**src/rtl/uart_bridge_ctl.sv**
```systemverilog
// uart_bridge_ctl
// Clocked FTDI channel-B <-> ESP8266 UART bridge. Both serial lines pass
// through metastability synchronisers and an output register. Each direction
// has a retriggerable activity-LED stretcher. A break-triggered sequencer
// (a long low on the host line) resets the ESP8266 and straps GPIO0 into
// flash-run or bootloader mode.
//
// Optional build macro: UART_BRIDGE_LOOPBACK_EN
//   Adds a `loopback` input. While its synchronised value is 1, the host line
//   is echoed back on host_txd, the ESP8266 is isolated (esp_txd held idle,
//   esp_rxd ignored), and led_rx follows host-side edges. Break detection
//   keeps running.

module uart_bridge_ctl #(
    parameter int unsigned SYNC_STAGES  = 2,        // 2..4
    parameter int unsigned LED_STRETCH  = 600000,   // LED on-time after last falling edge
    parameter int unsigned BREAK_CYCLES = 1200000,  // continuous low that counts as break
    parameter int unsigned RESET_HOLD   = 120000,   // esp_reset_n low after break ends
    parameter int unsigned STRAP_CYCLES = 1200000   // GPIO0 strap held after reset release
) (
    input  logic clk,
    input  logic rst,
    input  logic host_rxd,
    output logic host_txd,
    output logic esp_txd,
    input  logic esp_rxd,
    output logic esp_reset_n,
    output logic esp_gpio0,
    input  logic boot_sel,
`ifdef UART_BRIDGE_LOOPBACK_EN
    input  logic loopback,
`endif
    output logic led_tx,
    output logic led_rx,
    output logic led_rst
);

    // ------------------------------------------------------------------
    // Derived widths and terminal counts
    // ------------------------------------------------------------------
    localparam int unsigned LED_W   = $clog2(LED_STRETCH + 1);
    localparam int unsigned BRK_W   = $clog2(BREAK_CYCLES + 1);
    localparam int unsigned TMR_MAX = (RESET_HOLD > STRAP_CYCLES) ? RESET_HOLD : STRAP_CYCLES;
    localparam int unsigned TMR_W   = $clog2(TMR_MAX + 1);

    localparam logic [LED_W-1:0] LED_LOAD   = LED_W'(LED_STRETCH);
    localparam logic [BRK_W-1:0] BRK_LAST   = BRK_W'(BREAK_CYCLES - 1);
    localparam logic [TMR_W-1:0] HOLD_LAST  = TMR_W'(RESET_HOLD - 1);
    localparam logic [TMR_W-1:0] STRAP_LAST = TMR_W'(STRAP_CYCLES - 1);

    typedef enum logic [1:0] {
        StIdle,
        StBreak,
        StHold,
        StStrap
    } state_e;

    // ------------------------------------------------------------------
    // Input synchronisers
    // ------------------------------------------------------------------
    logic [SYNC_STAGES-1:0] h_sync_q;
    logic [SYNC_STAGES-1:0] e_sync_q;
    logic                   h_s;
    logic                   e_s;

    // Shift both serial inputs through their synchroniser chains; idle = 1.
    always_ff @(posedge clk or posedge rst) begin
        if (rst) begin
            h_sync_q <= '1;
            e_sync_q <= '1;
        end else begin
            h_sync_q <= {h_sync_q[SYNC_STAGES-2:0], host_rxd};
            e_sync_q <= {e_sync_q[SYNC_STAGES-2:0], esp_rxd};
        end
    end

    assign h_s = h_sync_q[SYNC_STAGES-1];
    assign e_s = e_sync_q[SYNC_STAGES-1];

    logic lb_s;

`ifdef UART_BRIDGE_LOOPBACK_EN
    logic [SYNC_STAGES-1:0] l_sync_q;

    // Synchronise the loopback request; resets to normal bridging.
    always_ff @(posedge clk or posedge rst) begin
        if (rst) begin
            l_sync_q <= '0;
        end else begin
            l_sync_q <= {l_sync_q[SYNC_STAGES-2:0], loopback};
        end
    end

    assign lb_s = l_sync_q[SYNC_STAGES-1];
`else
    assign lb_s = 1'b0;
`endif

    // In loopback the receive-side LED watches the host line instead.
    logic rx_src;
    assign rx_src = lb_s ? h_s : e_s;

    // ------------------------------------------------------------------
    // Activity stretchers
    // ------------------------------------------------------------------
    logic             h_prev_q;
    logic             rx_prev_q;
    logic             h_fall;
    logic             rx_fall;
    logic [LED_W-1:0] tx_cnt_q, tx_cnt_d;
    logic [LED_W-1:0] rx_cnt_q, rx_cnt_d;
    logic             led_tx_q;
    logic             led_rx_q;

    assign h_fall  = h_prev_q & ~h_s;
    assign rx_fall = rx_prev_q & ~rx_src;

    // Reload on a falling edge (retrigger), else count down and stick at 0.
    always_comb begin
        tx_cnt_d = tx_cnt_q;
        rx_cnt_d = rx_cnt_q;
        if (h_fall) begin
            tx_cnt_d = LED_LOAD;
        end else if (tx_cnt_q != '0) begin
            tx_cnt_d = tx_cnt_q - 1'b1;
        end
        if (rx_fall) begin
            rx_cnt_d = LED_LOAD;
        end else if (rx_cnt_q != '0) begin
            rx_cnt_d = rx_cnt_q - 1'b1;
        end
    end

    // Edge-history flops, stretch counters and registered LED drives.
    always_ff @(posedge clk or posedge rst) begin
        if (rst) begin
            h_prev_q  <= 1'b1;
            rx_prev_q <= 1'b1;
            tx_cnt_q  <= '0;
            rx_cnt_q  <= '0;
            led_tx_q  <= 1'b0;
            led_rx_q  <= 1'b0;
        end else begin
            h_prev_q  <= h_s;
            rx_prev_q <= rx_src;
            tx_cnt_q  <= tx_cnt_d;
            rx_cnt_q  <= rx_cnt_d;
            // LED rises on the same edge that loads the counter.
            led_tx_q  <= (tx_cnt_d != '0);
            led_rx_q  <= (rx_cnt_d != '0);
        end
    end

    // ------------------------------------------------------------------
    // Break-triggered reset / boot-strap sequencer
    // ------------------------------------------------------------------
    state_e           state_q, state_d;
    logic [BRK_W-1:0] brk_cnt_q, brk_cnt_d;
    logic [TMR_W-1:0] tmr_q, tmr_d;
    logic             mode_q, mode_d;   // 1 = bootloader requested
    logic             seq_active_d;

    // Next-state logic: detect a long low, hold reset, then hold the strap.
    always_comb begin
        state_d   = state_q;
        brk_cnt_d = brk_cnt_q;
        tmr_d     = tmr_q;
        mode_d    = mode_q;
        unique case (state_q)
            StIdle: begin
                if (h_s) begin
                    brk_cnt_d = '0;
                end else begin
                    state_d   = StBreak;
                    brk_cnt_d = BRK_W'(1);
                end
            end
            StBreak: begin
                if (h_s) begin
                    // Ordinary start/data bit: abandon quietly.
                    state_d   = StIdle;
                    brk_cnt_d = '0;
                end else if (brk_cnt_q >= BRK_LAST) begin
                    state_d   = StHold;
                    brk_cnt_d = '0;
                    tmr_d     = '0;
                    mode_d    = boot_sel;
                end else begin
                    brk_cnt_d = brk_cnt_q + 1'b1;
                end
            end
            StHold: begin
                // Reset-hold time only starts once the break has ended.
                if (!h_s) begin
                    tmr_d = '0;
                end else if (tmr_q >= HOLD_LAST) begin
                    state_d = StStrap;
                    tmr_d   = '0;
                end else begin
                    tmr_d = tmr_q + 1'b1;
                end
            end
            StStrap: begin
                // Line activity is ignored until the strap window closes.
                if (tmr_q >= STRAP_LAST) begin
                    state_d = StIdle;
                    tmr_d   = '0;
                end else begin
                    tmr_d = tmr_q + 1'b1;
                end
            end
            default: begin
                state_d   = StIdle;
                brk_cnt_d = '0;
                tmr_d     = '0;
            end
        endcase
    end

    assign seq_active_d = (state_d == StHold) || (state_d == StStrap);

    // Sequencer state, counters and latched boot mode.
    always_ff @(posedge clk or posedge rst) begin
        if (rst) begin
            state_q   <= StIdle;
            brk_cnt_q <= '0;
            tmr_q     <= '0;
            mode_q    <= 1'b0;
        end else begin
            state_q   <= state_d;
            brk_cnt_q <= brk_cnt_d;
            tmr_q     <= tmr_d;
            mode_q    <= mode_d;
        end
    end

    // ------------------------------------------------------------------
    // Registered outputs
    // ------------------------------------------------------------------
    logic host_txd_q;
    logic esp_txd_q;
    logic esp_reset_n_q;
    logic esp_gpio0_q;
    logic led_rst_q;

    // Forwarding and sequencer outputs, decoded from the next state so they
    // change on the same edge as the state itself.
    always_ff @(posedge clk or posedge rst) begin
        if (rst) begin
            host_txd_q    <= 1'b1;
            esp_txd_q     <= 1'b1;
            esp_reset_n_q <= 1'b1;
            esp_gpio0_q   <= 1'b1;
            led_rst_q     <= 1'b0;
        end else begin
            host_txd_q    <= lb_s ? h_s : e_s;
            // Keep the ESP RX line idle while it is in reset or strapping.
            esp_txd_q     <= (seq_active_d || lb_s) ? 1'b1 : h_s;
            esp_reset_n_q <= (state_d != StHold);
            esp_gpio0_q   <= seq_active_d ? ~mode_d : 1'b1;
            led_rst_q     <= seq_active_d;
        end
    end

    assign host_txd    = host_txd_q;
    assign esp_txd     = esp_txd_q;
    assign esp_reset_n = esp_reset_n_q;
    assign esp_gpio0   = esp_gpio0_q;
    assign led_tx      = led_tx_q;
    assign led_rx      = led_rx_q;
    assign led_rst     = led_rst_q;

endmodule

```
**config.mk**
```make
export PLATFORM = sky130hd
export DESIGN_NAME = uart_bridge_ctl
export DESIGN_NICKNAME = d
export VERILOG_FILES = /design/src/rtl/uart_bridge_ctl.sv
export SDC_FILE = /design/constraint.sdc
export NUM_CORES = 1
export LEC_CHECK = 0
export ABC_AREA = 1
export CORE_UTILIZATION = 45
export CTS_BUF_LIST = sky130_fd_sc_hd__clkbuf_2 sky130_fd_sc_hd__clkbuf_4 sky130_fd_sc_hd__clkbuf_8
export DETAILED_ROUTE_END_ITERATION = 10
export PLACE_DENSITY = 0.61
export SETUP_SLACK_MARGIN = 0.2
export SLEW_MARGIN = 20
export SYNTH_ARGS = -nofsm -noshare
export SYNTH_HDL_FRONTEND = slang
export SYNTH_SLANG_ARGS = --single-unit
```
**constraint.sdc**
```tcl
create_clock -name clk -period 2.95 [get_ports clk]
set_input_delay 0.4425 -clock clk [delete_from_list [all_inputs] [get_ports clk]]
set_output_delay 0.4425 -clock clk [all_outputs]
set_load 0.05 [all_outputs]
```
==> results list <==
- For this run, global-route usage on met2 was measured as 0.3549.
- For this run, the number of Yosys warnings is 0.
- Cell area after layout: 0.006603 mm²
- In the final layout, flip-flops and latches occupy 0.002414 mm².
- The clock drives 96 sinks.
- The floorplan has 42 rows.
* Final hold violation count: 0
- Detail Placement HPWL: 10480 µm
- Gate count of the mapped netlist: 867
- After clock tree synthesis, the clock-pin slew on the worst setup and hold paths is 90 ps.
* DR iter-0 viols: 355
* Total of hold buffers inserted after clock tree synthesis: 0
* Crit. End Element: primary output
- Share of flip-flops with an asynchronous set or reset after synthesis: 1.000
* Number of global-route vias before repair: 5373
- In this run the most critical hold path is launched from e_sync_q[0]$_DFF_PP1_.
- Input and output buffers added on the ports amount to 11.
- IO Pins: 12
- In the synthesized netlist the dominant register cell turns out to be dfrtp_1.
* Fin. max-slew vios: 0
- Setup repair after global routing missed its margin: no
- Distinct cells, synth: 41
- Required time worst endpoint: 2510 ps
- EDFF count, synth: 0
- The floorplan step defined a core boundary enclosing 0.01324 mm².
- Using the TritonRoute via totals, the vias-per-cell ratio works out to 5.196.
* Max-Slew Margin vs Limit: 0.5327
* CTS Root Cell: clkbuf_8
- After layout, the minimum clock period comes to 2400 ps.
- Die span in x: 118.6 µm
- Final design utilization: 0.4986
- Nets: 885
- Routability-driven placement finished with a final weighted congestion of 0.9621.
* Cell class contributing the biggest share of worst-path delay: buffers and inverters
- Slowest cell on the critical path: clkdlybuf4s50_1
- Count of final setup violators: 0
* Routed wire length per instance: 13.34 µm
- The layer flagged by global routing as most heavily used is met2.
* Actual transition at the worst max-transition pin: 699.4 ps
* Worst Setup Path Type: reg2out
- Number of buffers inserted to repair setup after CTS: 0
* Clock tree from TritonCTS: yes
* Synthesized area: 0.006115 mm²
- Avg Cell Area, Syn: 7.053 µm²
- The count of nets left with antenna violations once routing finished came out at 0.
- The worst setup path is launched from a register.
* Reg-to-reg setup timing slack: 740 ps
* Timing-limited maximum frequency: 416.7 MHz
* Delay of the slowest critical-path stage: 900 ps
- Clock Skews: 12.09 ps
- Total power per unit cell area: 463.1 mW/mm²
- M1 GR Usage: 0.2878
- Total clock buffers created by CTS: 9
* Wire length of the first global-routing pass: 24770 µm
- In this run the static leakage power is 0.003111 µW.
- The first detailed-routing pass ran for 5 iterations.
- Remaining global-route overflow: 0
- In this run the critical register-to-register path is captured at esp_reset_n$_DFF_PP1_.
- The initial utilization of the core area, before any placement, comes to 0.4617.
- The number of buffers and inverters on the critical path is 1.
- No sink is reached through more buffers than the 2 on the longest clock path.
- Counting instances, the worst hold path has a depth of 0.
* Fraction of layout cells with a size suffix above 1: 0.06940
- Arrival @ worst endpoint: 1960 ps
* Final-layout fill cell count: 1373
* Reg-to-reg critical path startpoint: brk_cnt_q[0]$_DFFE_PP0P_
- The floorplan step defined a die boundary enclosing 0.01406 mm².
- Net Count, Synth: 878
- The share of the Yosys chip area taken by registers is 0.3947.
* Depth of the worst register-to-register path: 8
* Met3 global-route usage: 0.03909
- Synthesis inferred 96 register bits.
- At the later pin of the worst-skew pair, clock insertion delay measures 380 ps.
- Tightest Hold Check Type: reg2reg
- The initial antenna violation count is 0.
- Die Height: 118.6 µm
- The final route contains 5482 vias.
- The final layout contains routed wiring with a total length of 14080 µm.
- Remaining routing DRC violations: 0
- The clock tree synthesis step divided the H-tree into 3 levels.
- The area growth from synthesis to layout is 7.980%.
- VDD sags by at most 219.0 µV.
* Worst Hold Endpoint: e_sync_q[1]$_DFF_PP1_
- Period Utilization, post-route: 0.8135
* Number of maximum-capacitance violations: 0
* Total routing resource utilization after global routing: 0.2173
- Setup total negative slack on the finished layout was measured at 0 ps.
* Cell Chain, Critical Path: clkdlybuf4s50_1
- Largest net degree at the start of global routing: 48
- Post-place instance area: 0.006387 mm²
- The flow ran to the end, and the final reports show no timing, DRC or antenna violations.
- Worst Setup SP: led_rst$_DFF_PP0_
* Number of antenna diodes: 0
- Multi-input gate area: 0.003147 mm²
- Highest net fanout along the worst path: 14
- Total of cells resized after clock tree synthesis: 0
## metal layers
metal  part of all wire  up-vias
met4              0.019        0
met5                  0        -
met1               0.48     2602
met2               0.47       92
met3              0.032       26
li1                   -     2762
## cell usage in the layout, fill, tap and decap left out, drive strengths merged
cell type / instances
ha: 6
nand2: 237
bufinv: 2
o211ai: 2
dfstp: 9
nor2: 137
nor3b: 1
nand3b: 11
xnor2: 6
o31ai: 2
xor2: 37
o22ai: 3
a21oi: 23
o21ai: 14
nor4: 2
clkinv: 3
dfrtp: 87
clkinvlp: 1
nand3: 95
inv: 118
nand4: 29
clkbuf: 10
nor3: 23
a21boi: 1
a31oi: 1
buf: 5
clkdlybuf4s50: 11
and3: 1
a211oi: 1
o21a: 1
## layout make-up
type                    instances  area share
multi-input cells             633      0.4766
clock buffers                  10     0.01990
inverters                     118     0.06765
well taps                     176     0.03335
repair buffers                 16     0.02426
flip-flops and latches         96      0.3655
clock inverters                 6     0.01270
## stage by stage
step,cells,total power [µW],setup slack [ps],hold WS (ps)
after floorplan,867,1959,1255,345.2
after global placement,1039,2092,793.9,347.0
after detailed placement,1039,2106,773.0,349.3
after CTS,1055,3091,508.5,361.9
after global routing,1055,3241,437.2,366.9
final,1055,3058,550.1,361.0
## cells in the mapped netlist, types with 2 or more instances
cell      count  area share
o21ai_1       2      0.0016
dfrtp_1      87        0.36
o21ai_0      10      0.0082
o211ai_1      2      0.0025
nand3b_1     11       0.014
buf_6         3      0.0055
nor3_4        2      0.0053
ha_1          6       0.012
nand3_2       2      0.0033
o22ai_1       3      0.0031
xor2_1       37       0.053
nand3_1      92       0.075
o31ai_1       2      0.0025
dfstp_2       9       0.039
inv_1       116       0.071
nor4_1        2      0.0020
nor2_1      126       0.077
nor2_2        6      0.0061
xnor2_1       6      0.0086
a21oi_1      23       0.019
nand4_1      27       0.028
buf_2         8      0.0065
nand2_2       7      0.0072
nand4_2       2      0.0041
inv_2         2      0.0012
nor3_1       20       0.016
nor2_4        5      0.0092
clkbuf_1      7      0.0043
nand2_1     230        0.14
## worst reg2reg max path: cells and delay by family, from the launching register on
| kind | cells | cell delay [ps] |
|---|---|---|
| AND/OR/NAND/NOR | 6 | 1340 |
| adder cells (fa/ha/maj) | 1 | 190 |
| buffers and inverters | 1 | 200 |
| flip-flops | 1 | 410 |
## sequential cells by signal, indices dropped and copies added, names as in the netlist, 2 cells and up
name       cells
brk_cnt_q     21
rx_cnt_q      20
e_sync_q       2
h_sync_q       2
tmr_q         21
tx_cnt_q      20
## power breakdown
part,internal [µW],switching (µW),total (µW)
Combinational,190,404,594
Clock,486,484,970
Sequential,1410,85.0,1490
Total,2080,973,3060
## how the worst max path moves through the flow
stage                     slack, ps  cells after the start                     to
final                           550                      1                led_rst
after CTS                       510                      1                led_rst
after global routing            440                      1                led_rst
after detailed placement        770                      8  esp_reset_n$_DFF_PP1_
after floorplan                1260                      9   tmr_q[7]$_DFFE_PP0P_
after global placement          790                      8  esp_reset_n$_DFF_PP1_
## cell families after synthesis
family                     count (synthesis)  share of synthesized area
buffers and inverters                    138                    0.09065
DFF                                       96                     0.3947
AOI/OAI and AO/OA                         48                    0.04543
and+or+nand+nor                          536                     0.3953
adders and majority gates                  6                    0.01228
xor gates and xnor gates                  43                    0.06159
Power figures use the tool's default switching activity.
